$ cat src/rtl/pipe_stage_reg.sv
// Two-entry skid-buffered pipeline register with hold/flush control
// and saturating stall/flush statistics counters.
module pipe_stage_reg #(
    parameter int                DATA_W    = 64,
    parameter logic [DATA_W-1:0] FLUSH_VAL = '0,
    parameter int                CNT_W     = 16
) (
    input  logic              clk,
    input  logic              rst_n,
    input  logic              in_valid,
    input  logic [DATA_W-1:0] in_data,
    output logic              in_ready,
    output logic              out_valid,
    output logic [DATA_W-1:0] out_data,
    input  logic              out_ready,
    input  logic              hold,
    input  logic              flush,
    output logic [CNT_W-1:0]  stall_cnt,
    output logic [CNT_W-1:0]  flush_cnt
);

    typedef enum logic [1:0] {
        S_EMPTY = 2'd0,
        S_ONE   = 2'd1,
        S_FULL  = 2'd2
    } state_t;

    localparam logic [CNT_W-1:0] CNT_MAX = '1;

    state_t            state_q;
    logic [DATA_W-1:0] main_q;
    logic [DATA_W-1:0] skid_q;
    logic [CNT_W-1:0]  stall_q, stall_d;
    logic [CNT_W-1:0]  flush_q, flush_d;

    logic in_xfer;
    logic out_xfer;
    logic stall_inc;
    logic flush_inc;

    assign in_ready  = (state_q != S_FULL)  && !hold && !flush;
    assign out_valid = (state_q != S_EMPTY) && !hold && !flush;
    assign out_data  = main_q;
    assign in_xfer   = in_valid  && in_ready;
    assign out_xfer  = out_valid && out_ready;

    always_ff @(posedge clk or negedge rst_n) begin
        if (!rst_n) begin
            state_q <= S_EMPTY;
            main_q  <= FLUSH_VAL;
            skid_q  <= FLUSH_VAL;
        end else if (flush) begin
            state_q <= S_EMPTY;
            main_q  <= FLUSH_VAL;
            skid_q  <= FLUSH_VAL;
        end else if (!hold) begin
            case (state_q)
                S_EMPTY: begin
                    if (in_xfer) begin
                        main_q  <= in_data;
                        state_q <= S_ONE;
                    end
                end
                S_ONE: begin
                    if (in_xfer && out_xfer) begin
                        main_q <= in_data;
                    end else if (in_xfer) begin
                        skid_q  <= in_data;
                        state_q <= S_FULL;
                    end else if (out_xfer) begin
                        state_q <= S_EMPTY;
                    end
                end
                S_FULL: begin
                    if (out_xfer) begin
                        main_q  <= skid_q;
                        state_q <= S_ONE;
                    end
                end
                default: state_q <= S_EMPTY;
            endcase
        end
    end

    // Stall counts any cycle a live entry fails to leave, hold included.
    assign stall_inc = (state_q != S_EMPTY) && !flush && (hold || !out_ready);
    assign flush_inc = (state_q != S_EMPTY) && flush;

    always_comb begin
        stall_d = stall_q;
        flush_d = flush_q;
        if (stall_inc && (stall_q != CNT_MAX)) stall_d = stall_q + 1'b1;
        if (flush_inc && (flush_q != CNT_MAX)) flush_d = flush_q + 1'b1;
    end

    always_ff @(posedge clk or negedge rst_n) begin
        if (!rst_n) begin
            stall_q <= '0;
            flush_q <= '0;
        end else begin
            stall_q <= stall_d;
            flush_q <= flush_d;
        end
    end

    assign stall_cnt = stall_q;
    assign flush_cnt = flush_q;

endmodule

$ cat config.mk
export PLATFORM = sky130hd
export DESIGN_NAME = pipe_stage_reg
export DESIGN_NICKNAME = d
export VERILOG_FILES = /design/src/rtl/pipe_stage_reg.sv
export SDC_FILE = /design/constraint.sdc
export NUM_CORES = 1
export LEC_CHECK = 0
export ABC_AREA = 1
export CAP_MARGIN = 20
export CORE_ASPECT_RATIO = 2
export CORE_UTILIZATION = 40
export CTS_CLUSTER_DIAMETER = 100
export DETAILED_ROUTE_END_ITERATION = 12
export PLACE_DENSITY = 0.65
export SLEW_MARGIN = 20
export SYNTH_ARGS = -nofsm -noshare
export SYNTH_HDL_FRONTEND = slang
export SYNTH_SLANG_ARGS = --single-unit
$ cat constraint.sdc
create_clock -name clk -period 4.68 [get_ports clk]
set_clock_uncertainty 0.15 [all_clocks]
set_input_delay 0.936 -clock clk [delete_from_list [all_inputs] [get_ports clk]]
set_output_delay 0.936 -clock clk [all_outputs]
set_load 0.005 [all_outputs]
==> results.cfg, run 1 <==
[worst_setup_path]
slowest_stage = clkdlybuf4s50_1
worstRegToRegCells = 10
start_kind = primary input
crit_path_end = out_valid
reg2reg_from = state_q[0]$_DFFE_PN0P_
required_ns = 3.59
crit_chain = clkdlybuf4s50_1 -> nor2_2 -> inv_1 -> nor2_1 -> clkdlybuf4s50_1
worstSetupStartpoint = flush
cp_common_cell = clkdlybuf4s50_1
cp.arrival_ns = 2.34
r2r_setup_slack_ns = 2.18
critPathMaxFanout = 6
end_kind = output port
critPathMaxStageDelay_ns = 0.53
critPathKind = primary input to output port
r2r_end = out_data[48]$_DFFE_PN0P_

[cells_and_area]
multiInputGateArea_um2 = 3393
layout.area.seq_um2 = 4054
layout-drive-gt1-share_pct = 4.705
stdcell_count = 1428
fin_nets = 1232
area_growth_pct = 29.99
design_area_um2 = 10270
fill_cells = 1853
diodes = 0

[timing]
report.final.setup_viol = 0
drv_slew = 0
period_needed_ns = 3.428
period_share_pct = 73.26
tightest_slew_ns = 0.9776
finalWorstSetupSlack_ns = 1.252
setup-tns-final_ns = 0
hold_slack_ns = 0.3195
hold_viol_final = 0
grt_setup_unrepaired = false
fmax_mhz = 291.7
slew_headroom_pct = 34.83

[routing]
drc = 0
drt-initial-drc-count = 332
drt_pass1_iterations = 5
num_vias = 7125
wl_per_cell_um = 15.47
routed_wl_um = 22090
ant_nets = 0
vias_per_cell = 4.989

[placed_design]
dp.cells = 1396
hpwlAfterDp_um = 14580
port_buffers = 167
dp_slack_ns = 1.133
place_area_um2 = 9653
place_congestion = 0.8245

[logic_synthesis]
ys_seq_elements = 162
yosysWarnings = 0
yosysSeqAreaShare_pct = 51.31
synth.distinct_cells = 28
syn_area_um2 = 7901
syn_inst = 1020
syn_nets = 1096
avgSynthCellArea_um2 = 7.746

[pwr]
cellPowerDensity_nw_per_um2 = 513.1
combinationalPowerShare_pct = 32.0
leakage_uw = 0.004925
swShare_pct = 32.86
seqPwrFrac_pct = 40.1
vdd_drop_max_uv = 274.2
clockPowerShare_pct = 27.9
intPower_uw = 3539
power.switching_uw = 1732

[floorplanning]
top_level_ports = 168
die_y_um = 200.8
row_count = 72
die-area_um2 = 20350
die_w_um = 101.4
initial_core_util_pct = 40.79
core_area_um2 = 19370

[grt]
antenna_found_initial = 0
overflow = 0
grt_max_degree = 129
grt_pass1_vias = 7197
grt_pass1_wl_um = 35980
grtUsageTotal_pct = 23.01

[clocking]
cts_setup_buffers = 0
cts_max_path_buffers = 2
cts_max_level = 4
path_clk_slew_ns = 0.06
clockRootBuffer = clkbuf_16
cts.sinks = 162
cts_tree = yes
hold_buffers = 0
cts-buffers-inserted = 17
cts_resized = 0
insertion_delay_ns = 0.43

[worst_hold_path]
min_path_type = register to register

[status]
status = completed

[run]
cap_viol_max_count = 0
==> synth_stat cells (all sizes together) <==
cell,n,area (um^2)
nand3b,3,22.52
xnor2,11,96.34
xor2,7,61.31
nand2,401,1518
clkbuf,13,48.80
nor2,102,407.9
o21ai,79,399.1
ha,6,75.07
o21a,1,7.510
nand4,6,37.54
nor3,6,35.03
buf,45,281.5
a21oi,65,325.3
nand3,79,400.4
o211ai,1,7.510
dfrtp,162,4054
inv,33,123.9
==> metrics by stage <==
stage          total power [uW]  utilization, %
2_1_floorplan              2944               -
3_3_place_gp               3809           49.84
3_5_place_dp               3845           49.84
4_1_cts                    5331           53.03
5_1_grt                    5595           53.03
6_report                   5270           53.03
==> sequential cells by signal, summed over array words and instances (netlist names) <==
| signal | flops |
|---|---|
| out_data | 64 |
| skid_q | 64 |
| flush_cnt | 16 |
| stall_cnt | 16 |
| state_q | 2 |
==> layout make-up <==
| class | count | share of cell area (%) |
|---|---|---|
| well taps | 259 | 3.155 |
| clock buffers | 19 | 4.215 |
| clock inverters | 13 | 1.803 |
| repair buffers | 175 | 17.12 |
| multi-input cells | 767 | 33.04 |
| flip-flops and latches | 162 | 39.47 |
| inverters | 33 | 1.206 |
==> logic make-up after synthesis <==
| family | synth area share [%] |
|---|---|
| DFF | 51.31 |
| adders and majority gates | 0.9501 |
| and+or+nand+nor | 30.64 |
| xor gates and xnor gates | 1.995 |
| AOI/OAI and AO/OA | 9.359 |
| buffers and inverters | 5.748 |
==> power groups by stage <==
| stage | Clock (uW) | Combinational (uW) | Sequential [uW] |
|---|---|---|---|
| after floorplan | 0 | 839 | 2100 |
| after global placement | 0 | 1680 | 2130 |
| after detailed placement | 0 | 1710 | 2140 |
| after CTS | 1500 | 1710 | 2120 |
| after global routing | 1540 | 1880 | 2170 |
| final | 1470 | 1680 | 2120 |
==> worst max-delay path: cells and delay by family <==
kind / cells / cell delay, ns
simple gates: 2 / 0.28
buf+inv: 3 / 1.12
==> routing by layer <==
metal / share of wire [%] / up-vias / wire [um] / GRT usage [%]
li1: - / 3557 / - / -
met1: 39 / 3343 / 8634 / 25.77
met2: 53 / 185 / 11780 / 40.62
met3: 4.3 / 40 / 959 / 4.631
met4: 3.2 / 0 / 717 / 11.18
met5: 0 / - / 0 / 0
==> worst min path at each step <==
stage	start	end	slack [ns]	cells after the start
after global placement	out_data[51]$_DFFE_PN0P_	out_data[51]$_DFFE_PN0P_	0.30	2
after floorplan	skid_q[0]$_DFFE_PN0P_	skid_q[0]$_DFFE_PN0P_	0.30	2
after CTS	out_data[42]$_DFFE_PN0P_	out_data[42]$_DFFE_PN0P_	0.32	2
after global routing	out_data[42]$_DFFE_PN0P_	out_data[42]$_DFFE_PN0P_	0.34	2
final	out_data[20]$_DFFE_PN0P_	out_data[20]$_DFFE_PN0P_	0.32	2
after detailed placement	out_data[42]$_DFFE_PN0P_	out_data[42]$_DFFE_PN0P_	0.31	2
==> placed cells by master (no fill, tap or decap), types with 7 or more instances in the layout <==
| cell | count |
|---|---|
| a21oi_1 | 65 |
| clkbuf_16 | 17 |
| clkdlybuf4s50_1 | 166 |
| dfrtp_1 | 162 |
| inv_1 | 29 |
| nand2_1 | 398 |
| nand3_1 | 78 |
| nor2_1 | 96 |
| o21ai_0 | 42 |
| o21ai_1 | 36 |
| xnor2_1 | 11 |
| xor2_1 | 7 |
Power figures use the tool's default switching activity.
==> run 2, diff against run 1 <==
PLACE_DENSITY = 0.68   (was 0.65)
clock period = 2.95 ns   (was 4.68 ns; I/O delays follow)
==> run 2 against run 1 <==
Combinational power grew 63%. Critical path type unchanged. Cell area increased by 1.3%. Global-route usage is 0.38 points higher. Count of clock-buffer cells in the layout is the same. Register-to-register slack worse by 1.5 ns. Flip-flop and latch count unchanged. Highest routed layer unchanged. Hold slack better by 0.0048 ns. Clock power is 61% higher.
==> results.cfg, run 2 (synthesis results as in run 1) <==
[timing]
drv_slew = 0
tightest_slew_ns = 0.7712
slew_headroom_pct = 48.59
fmax_mhz = 364.4
period_needed_ns = 2.744
grt_setup_unrepaired = false
period_share_pct = 93.03
hold_slack_ns = 0.3243
hold_viol_final = 0
report.final.setup_viol = 0
setup-tns-final_ns = 0

[worst_setup_path]
critPathMaxStageDelay_ns = 0.55
crit_chain = clkdlybuf4s50_1 -> nor2_2 -> inv_1 -> nor2_1 -> clkdlybuf4s50_1
end_kind = output port
slowest_stage = clkdlybuf4s50_1
start_kind = primary input
required_ns = 2.21
critPathKind = primary input to output port
cp_common_cell = clkdlybuf4s50_1
cp.arrival_ns = 2.00
r2r_setup_slack_ns = 0.67
critPathMaxFanout = 6
worstRegToRegCells = 7

[worst_hold_path]
min_path_type = register to register
whs_path_depth = 2

[clocking]
cts_max_level = 4
cts_tree = yes
path_clk_slew_ns = 0.06
insertion_delay_ns = 0.42
cts_max_path_buffers = 2
cts_setup_buffers = 0
clockRootBuffer = clkbuf_16
cts_resized = 0
cts-buffers-inserted = 17
hold_buffers = 1
cts.sinks = 162

[cells_and_area]
design_area_um2 = 10400
layout-drive-gt1-share_pct = 5.598
area_growth_pct = 31.67
final_cell_mix = nand2_1, clkdlybuf4s50_1, dfrtp_1
layout_commonest_cell = nand2_1
fill_cells = 1828
diodes = 0
stdcell_count = 1438
final_util_pct = 53.71
fin_nets = 1242

[routing]
num_vias = 7229
wl_per_cell_um = 15.45
routed_wl_um = 22220
wl_met3_um = 877
vias_per_cell = 5.027
drt_pass1_iterations = 5
drc = 0
wl_met2_um = 11830
drt-initial-drc-count = 343
ant_nets = 0
topRoutingLayerUsed = met4
wl_met1_um = 8468

[floorplanning]
die-area_um2 = 20350
row_count = 72
initial_core_util_pct = 40.79
core_area_um2 = 19370
die_y_um = 200.8
die_w_um = 101.4
top_level_ports = 168

[pwr]
seqPwrFrac_pct = 39.9
intPower_uw = 5717
power.switching_uw = 2781
combinationalPowerShare_pct = 32.3
leakage_uw = 0.005005
clockPowerShare_pct = 27.9
vdd_drop_max_uv = 395.7
cellPowerDensity_nw_per_um2 = 816.8
swShare_pct = 32.73

[status]
status = completed

[placed_design]
place_area_um2 = 9758
place_congestion = 0.8582
port_buffers = 167
hpwlAfterDp_um = 14910
dp.cells = 1405

[grt]
grtUsageTotal_pct = 23.39
overflow = 0
antenna_found_initial = 0
grt_pass1_vias = 7315
grt_pass1_wl_um = 36660
grt_max_degree = 79

[run]
cap_viol_max_count = 0
[run 2: cell count changes in the layout (fill, tap and decap cells not counted), sizes merged]
cell         previous run  this run
buf                     9        18
clkinv                  6         7
dlygate4sd3             0         1
clkinvlp                2         1
[run 2: metrics by stage]
stage               power [uW]  setup WS (ns)
global placement          6147         0.2274
floorplan                 4670          1.168
CTS                       8601         0.2138
global route              9039         0.1242
finish                    8498         0.2056
detailed placement        6199         0.2245
[run 2: area by class of cell]
| class | instances | area (um^2) | share of cell area [%] |
|---|---|---|---|
| flip-flops and latches | 162 | 4054 | 38.97 |
| inverters | 33 | 123.9 | 1.191 |
| clock inverters | 13 | 182.7 | 1.756 |
| repair buffers | 185 | 1873 | 18.00 |
| well taps | 259 | 324.1 | 3.115 |
| clock buffers | 19 | 452.9 | 4.354 |
| multi-input cells | 767 | 3393 | 32.62 |
[run 2: critical path, delay by kind of cell]
kind | cells | cell delay [ns]
simple gates | 2 | 0.29
buf+inv | 3 | 1.13
[run 2: final timing paths]
path,startpoint,to
min in group asynchronous,rst_n,out_data[37]$_DFFE_PN0P_
worst min-delay path,out_data[49]$_DFFE_PN0P_,out_data[49]$_DFFE_PN0P_
max in group asynchronous,rst_n,skid_q[2]$_DFFE_PN0P_
worst min register to register,out_data[49]$_DFFE_PN0P_,out_data[49]$_DFFE_PN0P_
worst max register to register,stall_cnt[0]$_DFFE_PN0P_,stall_cnt[4]$_DFFE_PN0P_
worst max-delay path,flush,out_valid
[run 2: routing by layer]
metal  track usage (%)  up-vias
li1                  -     3545
met5                 0        -
met1             25.37     3412
met3             3.935       59
met2             42.25      213
met4             12.37        0
[run 2: power groups by stage]
| stage | Sequential [uW] | Clock (uW) | Combinational [uW] |
|---|---|---|---|
| floorplan | 3340 | 0 | 1330 |
| global placement | 3400 | 0 | 2750 |
| detailed placement | 3430 | 0 | 2770 |
| CTS | 3390 | 2420 | 2790 |
| global route | 3470 | 2500 | 3070 |
| finish | 3390 | 2370 | 2740 |
